**src/rtl/ddr_wr_arb_if.sv**
```systemverilog
// ddr_wr_arb_if: write-beat bus between the two requesters, the arbiter and
// the DDR controller write port. The "master" modport is the side that
// drives requester beats and the DDR accept; the "slave" modport is the
// arbiter itself.
interface ddr_wr_arb_if #(
  parameter int MEM_ADDRBITS = 28,
  parameter int MEM_WIDTH    = 128
);
  logic [MEM_ADDRBITS-1:0] i_r0_waddr;
  logic [MEM_WIDTH-1:0]    i_r0_wdata;
  logic                    i_r0_wdata_have;
  logic                    i_r0_lock;
  logic                    o_r0_wdata_accept;

  logic [MEM_ADDRBITS-1:0] i_r1_waddr;
  logic [MEM_WIDTH-1:0]    i_r1_wdata;
  logic                    i_r1_wdata_have;
  logic                    i_r1_lock;
  logic                    o_r1_wdata_accept;

  logic [MEM_ADDRBITS-1:0] o_ddr_waddr;
  logic [MEM_WIDTH-1:0]    o_ddr_wdata;
  logic                    o_ddr_wdata_have;
  logic                    i_ddr_wdata_accept;

  logic [1:0]              o_grant;

  modport master (
    output i_r0_waddr, i_r0_wdata, i_r0_wdata_have, i_r0_lock,
    output i_r1_waddr, i_r1_wdata, i_r1_wdata_have, i_r1_lock,
    output i_ddr_wdata_accept,
    input  o_r0_wdata_accept, o_r1_wdata_accept,
    input  o_ddr_waddr, o_ddr_wdata, o_ddr_wdata_have, o_grant
  );

  modport slave (
    input  i_r0_waddr, i_r0_wdata, i_r0_wdata_have, i_r0_lock,
    input  i_r1_waddr, i_r1_wdata, i_r1_wdata_have, i_r1_lock,
    input  i_ddr_wdata_accept,
    output o_r0_wdata_accept, o_r1_wdata_accept,
    output o_ddr_waddr, o_ddr_wdata, o_ddr_wdata_have, o_grant
  );
endinterface

```
**src/rtl/ddr_wr_arb.sv**
```systemverilog
// ddr_wr_arb: two-requester arbiter for the single DDR write port.
// Requester 0 is the problem loader, requester 1 the result write-back.
// Grants rotate per beat; a requester may hold the port with its lock bit
// for at most MAX_LOCK_BEATS consecutive accepted beats.
// Optional feature macro: DDR_WR_ARB_OUTREG_EN -- when defined, a one-entry
// registered stage drives o_ddr_* so no requester input reaches the DDR
// outputs combinationally. Default (undefined) forwards combinationally.
module ddr_wr_arb #(
  parameter int MAX_LOCK_BEATS = 16
) (
  input  logic        i_clk150,
  input  logic        i_reset,
  ddr_wr_arb_if.slave bus
);

  typedef enum logic [1:0] {
    S_IDLE   = 2'd0,
    S_GRANT0 = 2'd1,
    S_GRANT1 = 2'd2
  } state_t;

  localparam logic [8:0] LOCK_LIMIT = 9'(MAX_LOCK_BEATS);

  state_t     state;
  state_t     other_state;
  logic       last_served;
  logic [7:0] lock_cnt;
  logic [8:0] lock_next;
  logic [1:0] other_grant;
  logic       own_have;
  logic       own_lock;
  logic       other_have;
  logic       own_acc;
  logic       beat_ok;

  assign lock_next = {1'b0, lock_cnt} + 9'd1;

  // Resolve which requester is the current owner and which one is waiting.
  always_comb begin
    own_have    = 1'b0;
    own_lock    = 1'b0;
    other_have  = 1'b0;
    other_state = S_IDLE;
    other_grant = 2'b00;
    case (state)
      S_GRANT0: begin
        own_have    = bus.i_r0_wdata_have;
        own_lock    = bus.i_r0_lock;
        other_have  = bus.i_r1_wdata_have;
        other_state = S_GRANT1;
        other_grant = 2'b10;
      end
      S_GRANT1: begin
        own_have    = bus.i_r1_wdata_have;
        own_lock    = bus.i_r1_lock;
        other_have  = bus.i_r0_wdata_have;
        other_state = S_GRANT0;
        other_grant = 2'b01;
      end
      default: ;
    endcase
  end

  assign own_acc = own_have & beat_ok;
  assign bus.o_r0_wdata_accept = own_acc & (state == S_GRANT0);
  assign bus.o_r1_wdata_accept = own_acc & (state == S_GRANT1);

  // Arbitration FSM: owner selection, lock run counting and the debug grant.
  always_ff @(posedge i_clk150) begin
    if (i_reset) begin
      state       <= S_IDLE;
      last_served <= 1'b1;
      lock_cnt    <= '0;
      bus.o_grant <= 2'b00;
    end else begin
      case (state)
        S_IDLE: begin
          if (bus.i_r0_wdata_have && (!bus.i_r1_wdata_have || last_served)) begin
            state       <= S_GRANT0;
            bus.o_grant <= 2'b01;
          end else if (bus.i_r1_wdata_have) begin
            state       <= S_GRANT1;
            bus.o_grant <= 2'b10;
          end
        end
        S_GRANT0, S_GRANT1: begin
          if (own_acc) begin
            last_served <= (state == S_GRANT1);
            if (own_lock && (lock_next < LOCK_LIMIT)) begin
              lock_cnt <= lock_next[7:0];
            end else begin
              lock_cnt <= '0;
              if (other_have) begin
                state       <= other_state;
                bus.o_grant <= other_grant;
              end
            end
          end else if (!own_have) begin
            lock_cnt <= '0;
            if (other_have) begin
              state       <= other_state;
              bus.o_grant <= other_grant;
            end else begin
              state       <= S_IDLE;
              bus.o_grant <= 2'b00;
            end
          end
        end
        default: begin
          state       <= S_IDLE;
          bus.o_grant <= 2'b00;
        end
      endcase
    end
  end

`ifdef DDR_WR_ARB_OUTREG_EN
  assign beat_ok = ~bus.o_ddr_wdata_have | bus.i_ddr_wdata_accept;

  // One-entry output stage: loads the accepted beat, empties on DDR accept.
  always_ff @(posedge i_clk150) begin
    if (i_reset) begin
      bus.o_ddr_wdata_have <= 1'b0;
      bus.o_ddr_waddr      <= '0;
      bus.o_ddr_wdata      <= '0;
    end else if (own_acc) begin
      bus.o_ddr_wdata_have <= 1'b1;
      bus.o_ddr_waddr      <= (state == S_GRANT1) ? bus.i_r1_waddr : bus.i_r0_waddr;
      bus.o_ddr_wdata      <= (state == S_GRANT1) ? bus.i_r1_wdata : bus.i_r0_wdata;
    end else if (bus.i_ddr_wdata_accept) begin
      bus.o_ddr_wdata_have <= 1'b0;
      bus.o_ddr_waddr      <= '0;
      bus.o_ddr_wdata      <= '0;
    end
  end
`else
  assign beat_ok = bus.i_ddr_wdata_accept;

  // Combinational forwarding of the owner's beat; zeros when nobody owns.
  always_comb begin
    bus.o_ddr_wdata_have = own_have;
    bus.o_ddr_waddr      = '0;
    bus.o_ddr_wdata      = '0;
    if (state == S_GRANT0) begin
      bus.o_ddr_waddr = bus.i_r0_waddr;
      bus.o_ddr_wdata = bus.i_r0_wdata;
    end else if (state == S_GRANT1) begin
      bus.o_ddr_waddr = bus.i_r1_waddr;
      bus.o_ddr_wdata = bus.i_r1_wdata;
    end
  end
`endif

endmodule
```
**src/flat_wrapper.sv**
```systemverilog
// flat-port wrapper written by rule: the top's interface ports become plain ports
module ddr_wr_arb_flat 
#(
  parameter int MAX_LOCK_BEATS = 16
)
  (i_clk150, i_reset, bus_i_r0_waddr, bus_i_r0_wdata, bus_i_r0_wdata_have, bus_i_r0_lock, bus_i_r1_waddr, bus_i_r1_wdata, bus_i_r1_wdata_have, bus_i_r1_lock, bus_i_ddr_wdata_accept, bus_o_r0_wdata_accept, bus_o_r1_wdata_accept, bus_o_ddr_waddr, bus_o_ddr_wdata, bus_o_ddr_wdata_have, bus_o_grant);
  ddr_wr_arb_if bus_i ();
  input  logic i_clk150;
  input  logic i_reset;
  input wire logic [$bits(bus_i.i_r0_waddr)-1:0] bus_i_r0_waddr;
  input wire logic [$bits(bus_i.i_r0_wdata)-1:0] bus_i_r0_wdata;
  input wire logic [$bits(bus_i.i_r0_wdata_have)-1:0] bus_i_r0_wdata_have;
  input wire logic [$bits(bus_i.i_r0_lock)-1:0] bus_i_r0_lock;
  input wire logic [$bits(bus_i.i_r1_waddr)-1:0] bus_i_r1_waddr;
  input wire logic [$bits(bus_i.i_r1_wdata)-1:0] bus_i_r1_wdata;
  input wire logic [$bits(bus_i.i_r1_wdata_have)-1:0] bus_i_r1_wdata_have;
  input wire logic [$bits(bus_i.i_r1_lock)-1:0] bus_i_r1_lock;
  input wire logic [$bits(bus_i.i_ddr_wdata_accept)-1:0] bus_i_ddr_wdata_accept;
  output wire logic [$bits(bus_i.o_r0_wdata_accept)-1:0] bus_o_r0_wdata_accept;
  output wire logic [$bits(bus_i.o_r1_wdata_accept)-1:0] bus_o_r1_wdata_accept;
  output wire logic [$bits(bus_i.o_ddr_waddr)-1:0] bus_o_ddr_waddr;
  output wire logic [$bits(bus_i.o_ddr_wdata)-1:0] bus_o_ddr_wdata;
  output wire logic [$bits(bus_i.o_ddr_wdata_have)-1:0] bus_o_ddr_wdata_have;
  output wire logic [$bits(bus_i.o_grant)-1:0] bus_o_grant;
  assign bus_i.i_r0_waddr = bus_i_r0_waddr;
  assign bus_i.i_r0_wdata = bus_i_r0_wdata;
  assign bus_i.i_r0_wdata_have = bus_i_r0_wdata_have;
  assign bus_i.i_r0_lock = bus_i_r0_lock;
  assign bus_i.i_r1_waddr = bus_i_r1_waddr;
  assign bus_i.i_r1_wdata = bus_i_r1_wdata;
  assign bus_i.i_r1_wdata_have = bus_i_r1_wdata_have;
  assign bus_i.i_r1_lock = bus_i_r1_lock;
  assign bus_i.i_ddr_wdata_accept = bus_i_ddr_wdata_accept;
  assign bus_o_r0_wdata_accept = bus_i.o_r0_wdata_accept;
  assign bus_o_r1_wdata_accept = bus_i.o_r1_wdata_accept;
  assign bus_o_ddr_waddr = bus_i.o_ddr_waddr;
  assign bus_o_ddr_wdata = bus_i.o_ddr_wdata;
  assign bus_o_ddr_wdata_have = bus_i.o_ddr_wdata_have;
  assign bus_o_grant = bus_i.o_grant;
  ddr_wr_arb #(.MAX_LOCK_BEATS(MAX_LOCK_BEATS)) u_core (.i_clk150(i_clk150), .i_reset(i_reset), .bus(bus_i));
endmodule
```
**config.mk**
```make
export PLATFORM = sky130hd
export DESIGN_NAME = ddr_wr_arb_flat
export DESIGN_NICKNAME = d
export VERILOG_FILES = /design/src/rtl/ddr_wr_arb_if.sv /design/src/rtl/ddr_wr_arb.sv /design/src/flat_wrapper.sv
export SDC_FILE = /design/constraint.sdc
export NUM_CORES = 1
export LEC_CHECK = 0
export BUFFER_PORTS_ARGS = -buffer_cell sky130_fd_sc_hd__buf_2
export CORE_AREA = 2 2 186 188
export CTS_CLUSTER_SIZE = 20
export DETAILED_ROUTE_END_ITERATION = 10
export DIE_AREA = 0 0 188 190
export GPL_ROUTABILITY_DRIVEN = 0
export GPL_TIMING_DRIVEN = 0
export MAX_ROUTING_LAYER = met4
export SLEW_MARGIN = 10
export SYNTH_ARGS = -nofsm -noshare
export SYNTH_HDL_FRONTEND = slang
export SYNTH_SLANG_ARGS = --single-unit
```
**constraint.sdc**
```tcl
create_clock -name i_clk150 -period 4.1 [get_ports i_clk150]
set_input_delay 0.82 -clock i_clk150 [delete_from_list [all_inputs] [get_ports i_clk150]]
set_output_delay 0.82 -clock i_clk150 [all_outputs]
set_load 0.02 [all_outputs]
```
-- Word level (Yosys, flattened, before mapping)
Index checks and enable logic that the tools add are counted.
Widths: inputs -> output; s select.
- RAM bits: 0
- bits in read-only memories: 0
- logic and storage cells: 43
- memories kept: 0
- bits of input ports: 319
- register bits: 11
- output and inout bits: 161
- bits in latches: 0
- mux-type cells: 19
- shifts and indexed selects: 0
- divide/modulo/power cells: 0
- $mul: 0
- magnitude comparators: 1
- bitwise operators: 3
- reductions and logical operators: 9
- add/sub/neg operators: 1
- eq/ne operators: 7
- operator list (cell ; number):
    $mux 128 ; 2
    $mux 28 ; 2
    $mux 8 ; 3
    $mux 2 ; 7
    $add 8x1->9 const B ; 1
    $lt 9x5->1 const B ; 1
    $pmux 2 s2 ; 2
    $ne 3x2->1 const B ; 2
    $ne 3x3->1 const B ; 2
    $pmux 1 s2 ; 3
    $reduce_and 2->1 ; 2
    $reduce_and 4->1 ; 1
    $and 1x1->1 ; 3
    $eq 2x1->1 const B ; 1
    $eq 2x2->1 const B ; 1
    $logic_and 1x1->1 ; 2
    $logic_not 2->1 ; 1
    $ne 2x2->1 const B ; 1
    $reduce_or 2->1 ; 1
    $logic_not 1->1 ; 1
    $logic_or 1x1->1 ; 1

-- Logic depth before layout (Yosys ltp)
- depth after elaboration: 6
- depth in mapped cells: 7
- mapped depth without buffers: 6

-- Worst setup path before layout
OpenSTA, ideal clock, no wires.
- kind: register to output
- start: reg u_core.state[1]
- end: out bus_o_ddr_wdata[100]
- buffers on the path: 3
- data arrival time: 1.867 ns
- required time: 3.280 ns
- stages on the path, launching flop included: 8
- slack: 1.413 ns
- cell sequence: dfxtp_1 > inv_1 > ha_1 > clkbuf_1 > nor2b_1 > clkbuf_1 > buf_2 > a22o_1
- longest elaborated chain between the ends: 3
- elaborated cells between the ends (all ways): 4
- those cells by class: 2 x eq/ne; 2 x mux
- RTL lines (element ; RTL line ; text):
    start, declared ; ddr_wr_arb.sv:24 ; state_t state;
    start signal, assigned ; ddr_wr_arb.sv:94 ; state <= other_state;
    start signal, assigned ; ddr_wr_arb.sv:101 ; state <= other_state;
    $eq 2x2->1 ; ddr_wr_arb.sv:147 ; end else if (state == S_GRANT1) begin
    $mux 128 ; ddr_wr_arb.sv:147 ;
    $mux 128 * ; ddr_wr_arb.sv:144 ; if (state == S_GRANT0) begin
    end, declared ; flat_wrapper.sv:22 ; output wire logic [$bits(bus_i.o_ddr_wdata)-1:0] bus_o_ddr_wdata;
Mark *: on every way between the ends. The rest lies on a longest branch, timed or not.

-- Final worst setup path
- start: reg u_core.state[1]
- end: out bus_o_ddr_wdata[37]
The elaborated chain is that of the path after synthesis.

==> out/results.txt <==
The flow ran to the end, and the final reports show no timing, DRC or antenna violations. Clock-pin slew was measured on the worst setup and hold paths at 0.04 ns. The tools report the start point of the critical path as u_core.state[1]$_SDFFE_PP0P_.

The most used flip-flop cell after synthesis was dfxtp_1. The region available for standard cell placement spans 33900 um^2. Registers take 220 um^2. The power per cell area is 306 nW/um^2, and the detailed-route DRC error count is 0. The slew at the pin with the worst max-slew slack was 0.961 ns; the per-cell via count in the routed design was 3.79. Setup violations remaining at the end of the flow were counted as 0. The die covers 35700 um^2.

The tools report the worst reg2reg path endpoint as u_core.lock_cnt[2]$_SDFFE_PP0P_. The maximum fanout along the worst path is 10, and the initial antenna violation count is 8. Number of rows created at floorplan: 68. The sum of routed wire length over all layers came out at 20.8 mm. The number of buffers inserted by post-CTS setup repair was 0; the global-route wire length before repair was 26.1 mm. After synthesis the cells add up to 2230 um^2. STA classifies the critical path startpoint as a flop. For the sequential share of the synthesized area, the log shows 0.0985. The startpoint of the most critical hold path is u_core.lock_cnt[7]$_SDFFE_PP0P_. After synthesis, the most frequently instantiated cells are a22o_1 (156), clkbuf_1 (22), buf_2 (14). Of all cell types, the one taking the most synthesized area is a22o_1. The analysis attributes to cell leakage a power of 3.06 nW. For the final routed database, the setup TNS stands at 0 ns. Setup slack on the critical path of the routed design comes to 0.504 ns.

The number of max-cap violations was 0. The register bit total from synthesis came out at 11. The initial cell density of the core came out at 0.0658. Static timing analysis puts the maximum clock frequency at 278 MHz. Data on the critical path arrives at its endpoint at 2.78 ns.

The first routing iteration left 382 violations. For this run, the number of Yosys warnings is 0. Clock tree synthesis inserted a total of 3 buffers. The die extent in x was 188 um; the worst clock skew was 0.000843 ns. The fraction of the cycle the final worst path needs works out to 0.877.

The worst setup path is captured at an output port. The run gives 0.156 as the fraction of the core area covered by cells at the end of the flow. The tools report the clock root buffer as clkbuf_16.

For the maximum clock insertion buffer count, the log shows 2. At the end of the flow, the number of nets in the layout was 1081. The worst min-delay path category was flop to flop. Synthesis handed over a netlist of 274 instances.

Yosys attributes the largest share of cell area to a22o_1 (61%), dfxtp_1 (9.9%), clkbuf_1 (3.7%), buf_2 (3.1%), ha_1 (2.8%). Number of hold violations in the final report: 0. Each instance of the synthesized netlist takes up on average 8.16 um^2. The most common cell in the synthesized netlist was a22o_1. The post-route minimum period came out at 3.60 ns. The number of nets in the synthesized netlist was 598. In this run the register-to-register setup slack is 1.89 ns. Yosys mapped a number of flops with a built-in enable equal to 0.

TritonCTS built the clock tree. The setup path with the least slack is of type flop to output port. The number of stages on the worst hold path works out to 1. Yosys mapped the design onto 33 distinct sky130hd cell types. The tools report the end point of the worst hold path as u_core.lock_cnt[7]$_SDFFE_PP0P_.

For this block, the via count after detailed routing is 4604. Relative to the synthesized area, the layout overhead comes to 137%. Pin placement for this block handled 480 I/O pins. Setup repair after global routing left no endpoint under its margin. The share of synthesized flip-flops with an asynchronous set or reset came out at 0. The number of clock sinks is 11, and the total number of H-tree levels is 1. The maximum vdd ir drop is 110 uV. The critical register-to-register path startpoint is u_core.state[0]$_SDFFE_PP0P_. The logs give 5 for the number of detailed-routing iterations run before antenna repair and 0.208 ns for the placement-stage worst setup slack. The share of cells above drive strength 1 was 0.664; the antenna violation net count after detailed routing was 0. Placed wire-length estimate: 18.5 mm. In this run the tool buffered the top-level ports with 478 buffer cells. The run gives 0 as the number of pins with negative max-slew slack in the final report. The run gives 1840 um^2 as the multi-input combinational cell area. The share of the synthesized area in the top cell type was 0.611. The relative slew slack was 0.359. STA puts the critical path data required time at 3.28 ns. Summed over all layers, the global routing overflow is 0. Entering global routing, the biggest net connects 11 pins.

The floorplan die height is 190 um. Clock latency on the worst-skew pair, taken at its later pin, is 0.24 ns. The logs give 0.103 for the total routing resource utilization after global routing and 3894 for the count of filler cells inserted in the layout. The number of global-route vias before repair is 3983, and the number of cell instances on the worst register-to-register path is 7. The routed wirelength normalized by instance count works out to 17.1 um.
-- area by class of cell --
| class | count | area share |
|---|---|---|
| Multi-Input combinational cell | 221 | 0.347 |
| Sequential cell | 11 | 0.0416 |
| Timing Repair Buffer | 478 | 0.452 |
| Clock buffer | 4 | 0.0149 |
| Buffer | 38 | 0.0315 |
| Antenna cell | 5 | 0.00237 |
| Tap cell | 455 | 0.108 |
| Inverter | 4 | 0.00284 |
-- cells in the final DEF (no fill, tap or decap), types with 2 or more instances in the layout --
cell type  synthesis  layout
buf_2             14     492
a22o_1           156     156
clkbuf_1          22      21
dfxtp_1           11      11
o21ai_0            7       7
nand2_1            6       6
and2_1             6       6
diode_2            0       5
ha_1               5       5
inv_1              4       4
nor2_1             4       4
nand2b_1           4       4
a21oi_1            4       4
nand4b_1           4       4
nor2b_1            3       3
a31oi_1            3       3
clkbuf_16          0       3
clkbuf_2           0       2
a21boi_0           2       2
a41o_1             2       2
mux2i_1            2       2
-- per-stage QoR --
step	instance area, um^2	power (mW)	std cells	hold slack (ns)
3_5_place_dp	5200	1.45	1207	0.453
6_report	5290	1.62	1216	0.464
2_1_floorplan	2230	0.870	274	0.431
3_3_place_gp	5200	1.44	1207	0.446
5_1_grt	5290	1.71	1215	0.485
4_1_cts	5280	1.63	1211	0.470
-- how the worst max path moves through the flow --
stage,endpoint,slack [ns],cells past startpoint
detailed placement,bus_o_ddr_wdata[6],0.21,8
finish,bus_o_ddr_wdata[37],0.50,8
floorplan,bus_o_ddr_wdata[100],1.41,7
global placement,bus_o_ddr_wdata[6],0.24,8
global route,bus_o_ddr_wdata[6],0.25,8
CTS,bus_o_ddr_wdata[6],0.07,6
-- cell families (layout without fill, tap and decap cells) --
logic type | after synthesis | after routing | synth area share
other cells | 0 | 5 | 0
fa+ha+maj | 5 | 5 | 0.0280
simple gates | 36 | 36 | 0.108
buf+inv | 42 | 524 | 0.0801
compound gates | 178 | 178 | 0.676
flops | 11 | 11 | 0.0985
mux | 2 | 2 | 0.00896
-- per-layer routing --
metal	wire, um	part of all wire	vias to the layer above	track usage
met3	2650	0.13	29	0.0376
li1	-	-	2125	-
met4	370	0.018	0	0.0233
met2	9740	0.47	369	0.163
met5	0	0	-	-
met1	7990	0.39	2081	0.126
-- worst max-delay path, stage by stage (launching register included) --
cell and delay (ns):
dfxtp_1 0.39, inv_1 0.08, ha_1 0.21, clkbuf_1 0.24, nor2b_1 0.37, clkbuf_2 0.43
buf_2 0.32, a22o_1 0.26, buf_2 0.20
-- state kept, by name (all words and copies together), names as in the netlist --
| name | flops |
|---|---|
| u_core.last_served | 1 |
| u_core.state | 2 |
| u_core.lock_cnt | 8 |
-- repair_timing --
item | in CTS | in global routing
gates resized for setup | 1 | 3
setup endpoints to repair | 1 | 11
hold buffers | 0 | 0
-- power by group --
group	internal, mW	switching (mW)	leakage (nW)	total [mW]
Clock	0.130	0.0476	0.0382	0.178
Sequential	0.111	0.00454	0.0890	0.116
Combinational	0.500	0.824	2.93	1.32
Total	0.741	0.876	3.06	1.62
(Power assumes the default switching activity.)
